$ cat src/rtl/adsr_env_ctrl.sv
// Single-voice ADSR envelope controller: rate-code lookup, tick counter and
// level sequencer driving one voice's amplitude multiplier.

module adsr_rate_rom #(
  parameter int CNT_W = 14
) (
  input  logic [6:0]       code,
  output logic [CNT_W-1:0] period
);
  // Twelve codes per octave: a semitone-spaced mantissa halved once per octave.
  logic [3:0]  oct, idx;
  logic [12:0] mant;

  assign oct = 4'(code / 7'd12);
  assign idx = 4'(code % 7'd12);

  always_comb begin
    case (idx)
      4'd0:    mant = 13'd7540;
      4'd1:    mant = 13'd7117;
      4'd2:    mant = 13'd6717;
      4'd3:    mant = 13'd6340;
      4'd4:    mant = 13'd5985;
      4'd5:    mant = 13'd5649;
      4'd6:    mant = 13'd5332;
      4'd7:    mant = 13'd5032;
      4'd8:    mant = 13'd4750;
      4'd9:    mant = 13'd4483;
      4'd10:   mant = 13'd4232;
      default: mant = 13'd3994;
    endcase
  end

  assign period = CNT_W'(mant >> oct);
endmodule

module adsr_env_ctrl #(
  parameter int CNT_W   = 14,
  parameter int LVL_MAX = 127
) (
  input  logic       clk,
  input  logic       rst,
  input  logic       gate,
  input  logic [6:0] a_rate,
  input  logic [6:0] d_rate,
  input  logic [6:0] s_level,
  input  logic [6:0] r_rate,
  output logic [6:0] level_out,
  output logic [2:0] stage_out,
  output logic       env_tick,
  output logic       busy
);
  typedef enum logic [2:0] {
    IDLE    = 3'd0,
    ATTACK  = 3'd1,
    DECAY   = 3'd2,
    SUSTAIN = 3'd3,
    RELEASE = 3'd4
  } stage_t;

  localparam logic [6:0] LMAX = 7'(LVL_MAX);

  stage_t           stage_q, stage_d;
  logic [6:0]       level_q, level_d;
  logic [CNT_W-1:0] cnt_q, cnt_d, cnt_inc, period_q, rom_period;
  logic             gate_d, rise, fall, fall_rel, active, tick, step;
  logic [6:0]       rate_code;

  assign rise     = gate & ~gate_d;
  assign fall     = ~gate & gate_d;
  assign fall_rel = fall && (stage_q == ATTACK || stage_q == DECAY || stage_q == SUSTAIN);

  always_comb begin
    case (stage_q)
      ATTACK:  rate_code = a_rate;
      DECAY:   rate_code = d_rate;
      RELEASE: rate_code = r_rate;
      default: rate_code = 7'd0;
    endcase
  end

  adsr_rate_rom #(.CNT_W(CNT_W)) u_rom (.code(rate_code), .period(rom_period));

  // ">=" rather than "==" so a shortened period mid-count still ticks promptly.
  assign active  = (stage_q == ATTACK) || (stage_q == DECAY) || (stage_q == RELEASE);
  assign tick    = active && (cnt_q >= period_q) && (cnt_q != '0);
  assign cnt_inc = (&cnt_q) ? cnt_q : cnt_q + 1'b1;

  // state register
  always_ff @(posedge clk or posedge rst) begin
    if (rst) begin
      stage_q   <= IDLE;
      level_q   <= '0;
      cnt_q     <= '0;
      period_q  <= '0;
      gate_d    <= 1'b0;
      env_tick  <= 1'b0;
      busy      <= 1'b0;
    end else begin
      stage_q   <= stage_d;
      level_q   <= level_d;
      cnt_q     <= cnt_d;
      period_q  <= rom_period;
      gate_d    <= gate;
      env_tick  <= step;
      busy      <= (stage_d != IDLE);
    end
  end

  // next-state
  always_comb begin
    stage_d = stage_q;
    if (rise)          stage_d = ATTACK;
    else if (fall_rel) stage_d = RELEASE;
    else begin
      case (stage_q)
        ATTACK:  if (level_q >= LMAX)    stage_d = DECAY;
        DECAY:   if (level_q <= s_level) stage_d = SUSTAIN;
        RELEASE: if (level_q == '0)      stage_d = IDLE;
        default: stage_d = stage_q;
      endcase
    end
  end

  // level / counter datapath; gate edges keep the level (legato) and restart the count
  always_comb begin
    level_d = level_q;
    cnt_d   = '0;
    step    = 1'b0;
    if (!rise && !fall_rel) begin
      case (stage_q)
        ATTACK: if (level_q < LMAX) begin
          if (tick) begin level_d = level_q + 7'd1; step = 1'b1; end
          else cnt_d = cnt_inc;
        end
        DECAY: begin
          if (level_q <= s_level) level_d = s_level;
          else if (tick) begin level_d = level_q - 7'd1; step = 1'b1; end
          else cnt_d = cnt_inc;
        end
        SUSTAIN: level_d = s_level;
        RELEASE: if (level_q != '0) begin
          if (tick) begin level_d = level_q - 7'd1; step = 1'b1; end
          else cnt_d = cnt_inc;
        end
        default: level_d = '0;
      endcase
    end
  end

  assign level_out = level_q;
  assign stage_out = stage_q;
endmodule

$ cat config.mk
export PLATFORM = sky130hd
export DESIGN_NAME = adsr_env_ctrl
export DESIGN_NICKNAME = d
export VERILOG_FILES = /design/src/rtl/adsr_env_ctrl.sv
export SDC_FILE = /design/constraint.sdc
export NUM_CORES = 1
export LEC_CHECK = 0
export CORE_MARGIN = 2
export CORE_UTILIZATION = 52
export CTS_CLUSTER_SIZE = 14
export DETAILED_ROUTE_END_ITERATION = 6
export PLACE_DENSITY_LB_ADDON = 0.1
export REMOVE_ABC_BUFFERS = 1
export SYNTH_ARGS = -nofsm -noshare
export SYNTH_HDL_FRONTEND = slang
export SYNTH_SLANG_ARGS = --single-unit
export TNS_END_PERCENT = 1
$ cat constraint.sdc
create_clock -name clk -period 3.67 [get_ports clk]
set_clock_uncertainty 0.05 [all_clocks]
set_input_delay 0.734 -clock clk [delete_from_list [all_inputs] [get_ports clk]]
set_output_delay 0.734 -clock clk [all_outputs]
set_load 0.1 [all_outputs]
After elaboration in Yosys (flattened, before gate mapping) --
Memories as Yosys holds them, arrays and structs flattened. Cells that the tools add are included.
Operators by class: add/subtract/negate cells 3, divide/modulo/power cells 2, $lt $le $gt $ge 4, equality and inequality tests 7, shifts and indexed selects 1, multiplexer cells 26, bitwise operators 4, reduce and logical (&&, ||, !) cells 15
Operator list (number):
- $mux W14 | 6
- $pmux W14 S3 | 1
- $mux W7 | 5
- $pmux W7 S4 | 1
- $pmux W7 S3 | 1
- $mux W3 | 5
- $add A14 B1 Y14 const B | 1
- $ge A14 B14 Y1 | 1
- $reduce_and A14 Y1 | 1
- $reduce_bool A14 Y1 | 1
- $shr A13 B4 Y14 | 1
- $pmux W3 S3 | 1
- $add A7 B1 Y7 const B | 1
- $div A7 B4 Y7 const B | 1
- $ge A7 B7 Y1 const B | 1
- $le A7 B7 Y1 | 1
- $logic_not A7 Y1 | 1
- $lt A7 B7 Y1 const B | 1
- $mod A7 B4 Y7 const B | 1
- $reduce_bool A7 Y1 | 1
- $sub A7 B1 Y7 const B | 1
- $eq A3 B2 Y1 const B | 2
- $mux W1 | 5
- $logic_and A1 B1 Y1 | 4
- 11 further kinds | 17
Word-level totals: register bits 41, ROM bits 208, input bits 31, output and inout port bits 12, logic and storage cells 70, memories kept 1
Memory list:
- (no name shown) | depth 16, width 13, rd ports 1, clocked after Yosys merged registers in 0, write ports 0, line 18 | case (idx)

Depth between registers and ports, before layout --
depth after elaboration 9, gate-level depth with buffers 15

Cells and area by module --
From an unflattened synthesis, not the netlist that was laid out.
Second synthesis, totals: cell total of the unflattened synthesis 597, area total of the unflattened synthesis 4699.5 um2
Modules (own cells, without submodules):
- adsr_env_ctrl | times used 1, cells an instance 315, area an instance 2796.4 um2, seq. area each 1026.0 um2
- adsr_rate_rom | times used 1, cells an instance 282, area an instance 1903.1 um2, seq. area each 0.0 um2

Least setup slack after synthesis --
OpenSTA, ideal clock, no wires.
path kind register to register, from reg stage_q[2], in the netlist stage_out[2], to reg period_q[5], setup time 78 ps, arrival 3845 ps, required time 3542 ps, setup slack -302 ps, cell stages (with the launch flop) 15, path buffers 3, cells stage by stage dfrtp_1 -> clkbuf_1 -> clkbuf_1 -> nor2b_1 -> a22oi_1 -> o21a_1 -> inv_1 -> ha_1 -> clkbuf_1 -> inv_1 -> a221o_1 -> a2111o_1 -> a31o_1 -> nand2b_1 -> a21oi_1
On the way: longest elaborated chain between the ends 5, elaborated cells on any way between the ends 8
RTL lines:
- start, declared | line 63 | stage_t stage_q, stage_d;
- start signal, assigned | line 100 | stage_q <= stage_d;
- $eq A3 B3 Y1 (tied with other cells) | line 74 | case (stage_q)
- $pmux W7 S3 (*) | line 74
- $mod A7 B4 Y7 | line 15 | assign idx = 4'(code % 7'd12);
- $mem_v2 Z16 W13
- $shr A13 B4 Y14 (*) | line 34 | assign period = CNT_W'(mant >> oct);
- net rom_period[5] | line 65 | logic [CNT_W-1:0] cnt_q, cnt_d, cnt_inc, period_q, rom_period;
- end signal, assigned | line 103 | period_q <= rom_period;
- end, declared | line 65
Mark *: on every way through the listed nets, which the timed path passes. The rest lies on a longest branch. A chain may end at the register's enable or synchronous reset.

Final worst setup path --
from in d_rate[4], to reg period_q[5]
On the way: longest elaborated chain between the ends 4, elaborated cells on any way between the ends 5
RTL lines:
- start, declared | line 45 | input logic [6:0] d_rate,
- $pmux W7 S3 (*) | line 74
- $mod A7 B4 Y7 | line 15
- $mem_v2 Z16 W13
- $shr A13 B4 Y14 (*) | line 34
- net rom_period[5] | line 65
Marked as above.

==> results summary <==
The run finished with clean final reports. The combined area of all synthesized cells came out at 4126 um2. The count of unresolved DRC violations after routing is 0. The worst setup path is launched from an input port. The final-report setup violation count came out at 0. The mean area per synthesized cell came out at 7.830 um2. The most instantiated flip-flop cell in the synthesis netlist is dfrtp_1. The number of antenna violations at the first check in global routing is 0. Port buffering added 42 buffers. The number of max-cap violations came out at 0.

The number of endpoints with negative hold slack in the final report came to 0. Setup repair after global routing could not meet its margin everywhere. The standard cell core area came out at 7727 um2. The sum of met3 wire segment lengths after detailed routing came out at 640 um. The die is 93.08 um wide.

The count of inserted antenna diode cells is 0. Entering global routing, the biggest net connects 41 pins. The global-route usage over all layers came out at 0.2838. The total instance count after detailed placement is 716. The antenna violation net count after detailed routing came out at 0. Summed over all layers, the global routing overflow is 0. The via count of the first global-routing pass came out at 4,332. The maximum clock path buffer count came out at 2. Summed over all failing endpoints, the final setup total negative slack is 0 ps. The number of clock sinks seen by CTS came out at 40.

The initial standard-cell utilization of the core is 0.5340. The sequential share of the synthesized area is 0.2426. The wire length on met1 came out at 5.221 mm. Based on the critical path, the design can be clocked at up to 277.4 MHz.

After synthesis, the cell types taking the most area are dfrtp_1, ha_1, nor2_1, a21oi_1, xnor2_1. The global-route wire length before repair came out at 20.10 mm. The worst hold slack came out at 570.9 ps. The number of buffers inserted during clock tree synthesis came out at 5. The relative contribution of combinational cells to total power is 0.791. The synthesized instance count came out at 527.

In this run, synthesis produced a sequential element count of 40. Summing all multi-input logic gate instances after layout gives 3045 um2. The peak ir drop on the vdd network came out at 0.6048 mV.

The number of warning messages in the yosys log is 0. The sequential share of power is 0.127. The share of flip-flops with an asynchronous set or reset after synthesis is 1.000.

The required time at the endpoint of the critical path is 3830 ps. In this run the count of I/O pins placed on the die edge is 43. The share of total power dissipated in the clock network is 0.082. The non-filler instance count after layout is 728. Of the total power, the share spent switching nets is 0.4935.

The worst path arrival time is 3770 ps. The unique cell type count in the Yosys netlist is 68. The register cell area after layout is 1002 um2. The remaining max-slew budget at the tightest pin is 0.3390. In this run, synthesis inferred 0 flip-flops with an integrated enable. The total number of placement rows is 32. The max-slew violation count came out at 0. The relative area change from synthesis to final layout is 32.99%.

The total length of routed met2 wires is 6.754 mm. The power per cell area is 924.4 nW/um2. The sum of routed wire length over all layers is 12.88 mm. The leakage power total is 2.399 nW. The average wire per cell in the routed design came out at 17.69 um. The worst hold path stage count came out at 2.

The CTS H-tree depth is 2. Using the TritonRoute via totals, the vias-per-cell ratio works out to 6.240. The final design utilization is 0.7102. The floorplan step defined a die boundary enclosing 8664 um2. The worst hold path belongs to the class reg2reg. For the pin with the worst max-slew slack, the measured transition is 988.5 ps.

The clock period could shrink to 3605 ps. Routability-driven placement finished with a final weighted congestion of 0.9082. The cell-internal power is 2.569 mW.

The total number of vias came out at 4,543. The clock latency reported for the late side of the worst-skew pair is 290 ps. Of the post-synthesis cell area, the dominant cell type holds 0.2426.

TritonCTS built the clock tree. The detailed router used layers up to and including met4. The cell sitting at the root of the clock tree is a clkbuf_8.

The number of buffers added to fix hold violations after cts is 0. The kind of capture point of the worst setup path is a flip-flop. Of the cells placed in the final design, the portion with a size suffix greater than 1 is 0.2125. In this run, the number of DRC markers left after iteration 0 of detailed routing was 258. In this run the worst path has a maximum fanout of 6. The number of nets at the end of the flow came out at 685. The largest total area in the synthesized netlist belongs to dfrtp_1. Clock-pin slew was measured on the worst setup and hold paths at 80 ps.

The net switching power figure came out at 2.504 mW. The first detailed-routing pass took 5 iterations. The half-perimeter wire length after placement is 9.190 mm. The share of the cycle needed by the critical path after routing is 0.9822. Counting the fill cells in the layout gives 632. The path type of the worst setup path is in2reg. The vertical extent of the die came out at 93.08 um. The logic depth of the worst register-to-register path came out at 12.
-- layer usage --
metal / track usage / vias up
met5: 0 / -
met4: 0.09436 / 0
met3: 0.02095 / 34
met2: 0.5338 / 185
met1: 0.3399 / 2142
li1: - / 2182
-- cell usage after synthesis (all sizes together), types with 7 or more instances --
library cell	count
nor2	52
nand3	22
a221o	9
ha	28
a31oi	9
a211oi	8
nor4bb	7
buf	9
nor3	18
a21oi	31
a221oi	11
o21ai	25
nand2b	7
a21o	8
nor4	15
clkbuf	25
xnor2	17
inv	34
and2	8
dfrtp	40
and3	9
nand2	34
-- worst max-delay path: stages --
cell,delay [ps]
clkdlybuf4s50_1,420
nor4bb_2,170
buf_4,160
a221oi_4,320
buf_4,230
nand3_1,110
buf_4,170
o22ai_2,210
a211o_1,190
nand2_1,100
a2111o_1,450
a31o_1,240
nand2b_1,140
a21oi_1,130
-- sequential cells by signal, summed over array words and instances, names as in the netlist --
| name | count |
|---|---|
| gate_d | 1 |
| period_q | 13 |
| cnt_q | 14 |
| busy | 1 |
| env_tick | 1 |
| level_out | 7 |
| stage_out | 3 |
-- stage by stage --
stage / power [mW] / setup slack, ps / cell area (um2)
finish: 5.073 / 65.22 / 5488
global route: 5.456 / -78.79 / 5488
CTS: 4.754 / 39.32 / 5256
detailed placement: 4.302 / -365.4 / 5116
global placement: 4.274 / -271.3 / 5116
floorplan: 2.919 / -2072 / 3980
-- cell type report --
cell class | instances | share of cell area
Clock buffer | 5 | 0.01254
Clock inverter | 2 | 0.01094
Inverter | 34 | 0.02326
Multi-Input combinational cell | 419 | 0.5549
Sequential cell | 40 | 0.1826
Tap cell | 102 | 0.02326
Timing Repair Buffer | 126 | 0.1924
-- power groups by stage --
stage / clock (mW) / sequential (mW) / combinational [mW]
2_1_floorplan: 0 / 0.831 / 2.09
3_3_place_gp: 0 / 0.643 / 3.63
3_5_place_dp: 0 / 0.647 / 3.65
4_1_cts: 0.420 / 0.638 / 3.70
5_1_grt: 0.433 / 0.662 / 4.36
6_report: 0.415 / 0.647 / 4.01
-- kinds of logic after synthesis --
group | Yosys count | share of synthesized area
AOI/OAI and AO/OA | 168 | 0.3029
xor gates and xnor gates | 21 | 0.04457
adders and majority gates | 29 | 0.08733
buffers and inverters | 68 | 0.06640
DFF | 40 | 0.2426
muxes | 3 | 0.007277
and+or+nand+nor | 198 | 0.2489
-- repair_timing --
item / 4_1_cts / 5_1_grt
setup endpoints to repair: 5 / 11
buffers inserted: 0 / 5
gates resized for setup: 2 / 33
pin swaps: 0 / 10
-- cell usage in the layout (no fill, tap or decap), drive strengths merged, types with 4 or more instances in the layout --
cell type,Yosys,final
clkbuf,25,5
o21a,5,5
nand2,34,34
nor4,15,15
o21ai,25,25
nor2b,5,5
or3,4,4
a221o,9,9
a21o,8,8
nand4,5,5
a31oi,9,9
nor2,52,52
xnor2,17,17
nor4bb,7,7
a21oi,31,31
o211ai,4,4
o22ai,6,6
o2bb2ai,6,6
a32oi,4,4
a22oi,4,4
xor2,4,4
a221oi,11,11
and3,9,9
and2,8,8
nor3b,4,4
o31ai,6,6
clkdlybuf4s50,0,33
ha,28,28
a211oi,8,8
nor3,18,18
inv,34,34
nand3,22,22
a2111oi,4,4
dfrtp,40,40
buf,9,93
nand2b,7,7
-- path summary, 6_finish.rpt --
path                                             start  slack, ps                      to
worst min-delay path                cnt_q[7]$_DFF_PP0_        570      cnt_q[7]$_DFF_PP0_
worst max register to register  stage_out[2]$_DFF_PP0_        230   period_q[6]$_DFF_PP0_
worst max-delay path                         d_rate[4]         70   period_q[5]$_DFF_PP0_
min in group asynchronous                          rst        810          busy$_DFF_PP0_
worst min register to register      cnt_q[7]$_DFF_PP0_        570      cnt_q[7]$_DFF_PP0_
max in group asynchronous                          rst       2380  stage_out[2]$_DFF_PP0_
(Power assumes the default switching activity.)
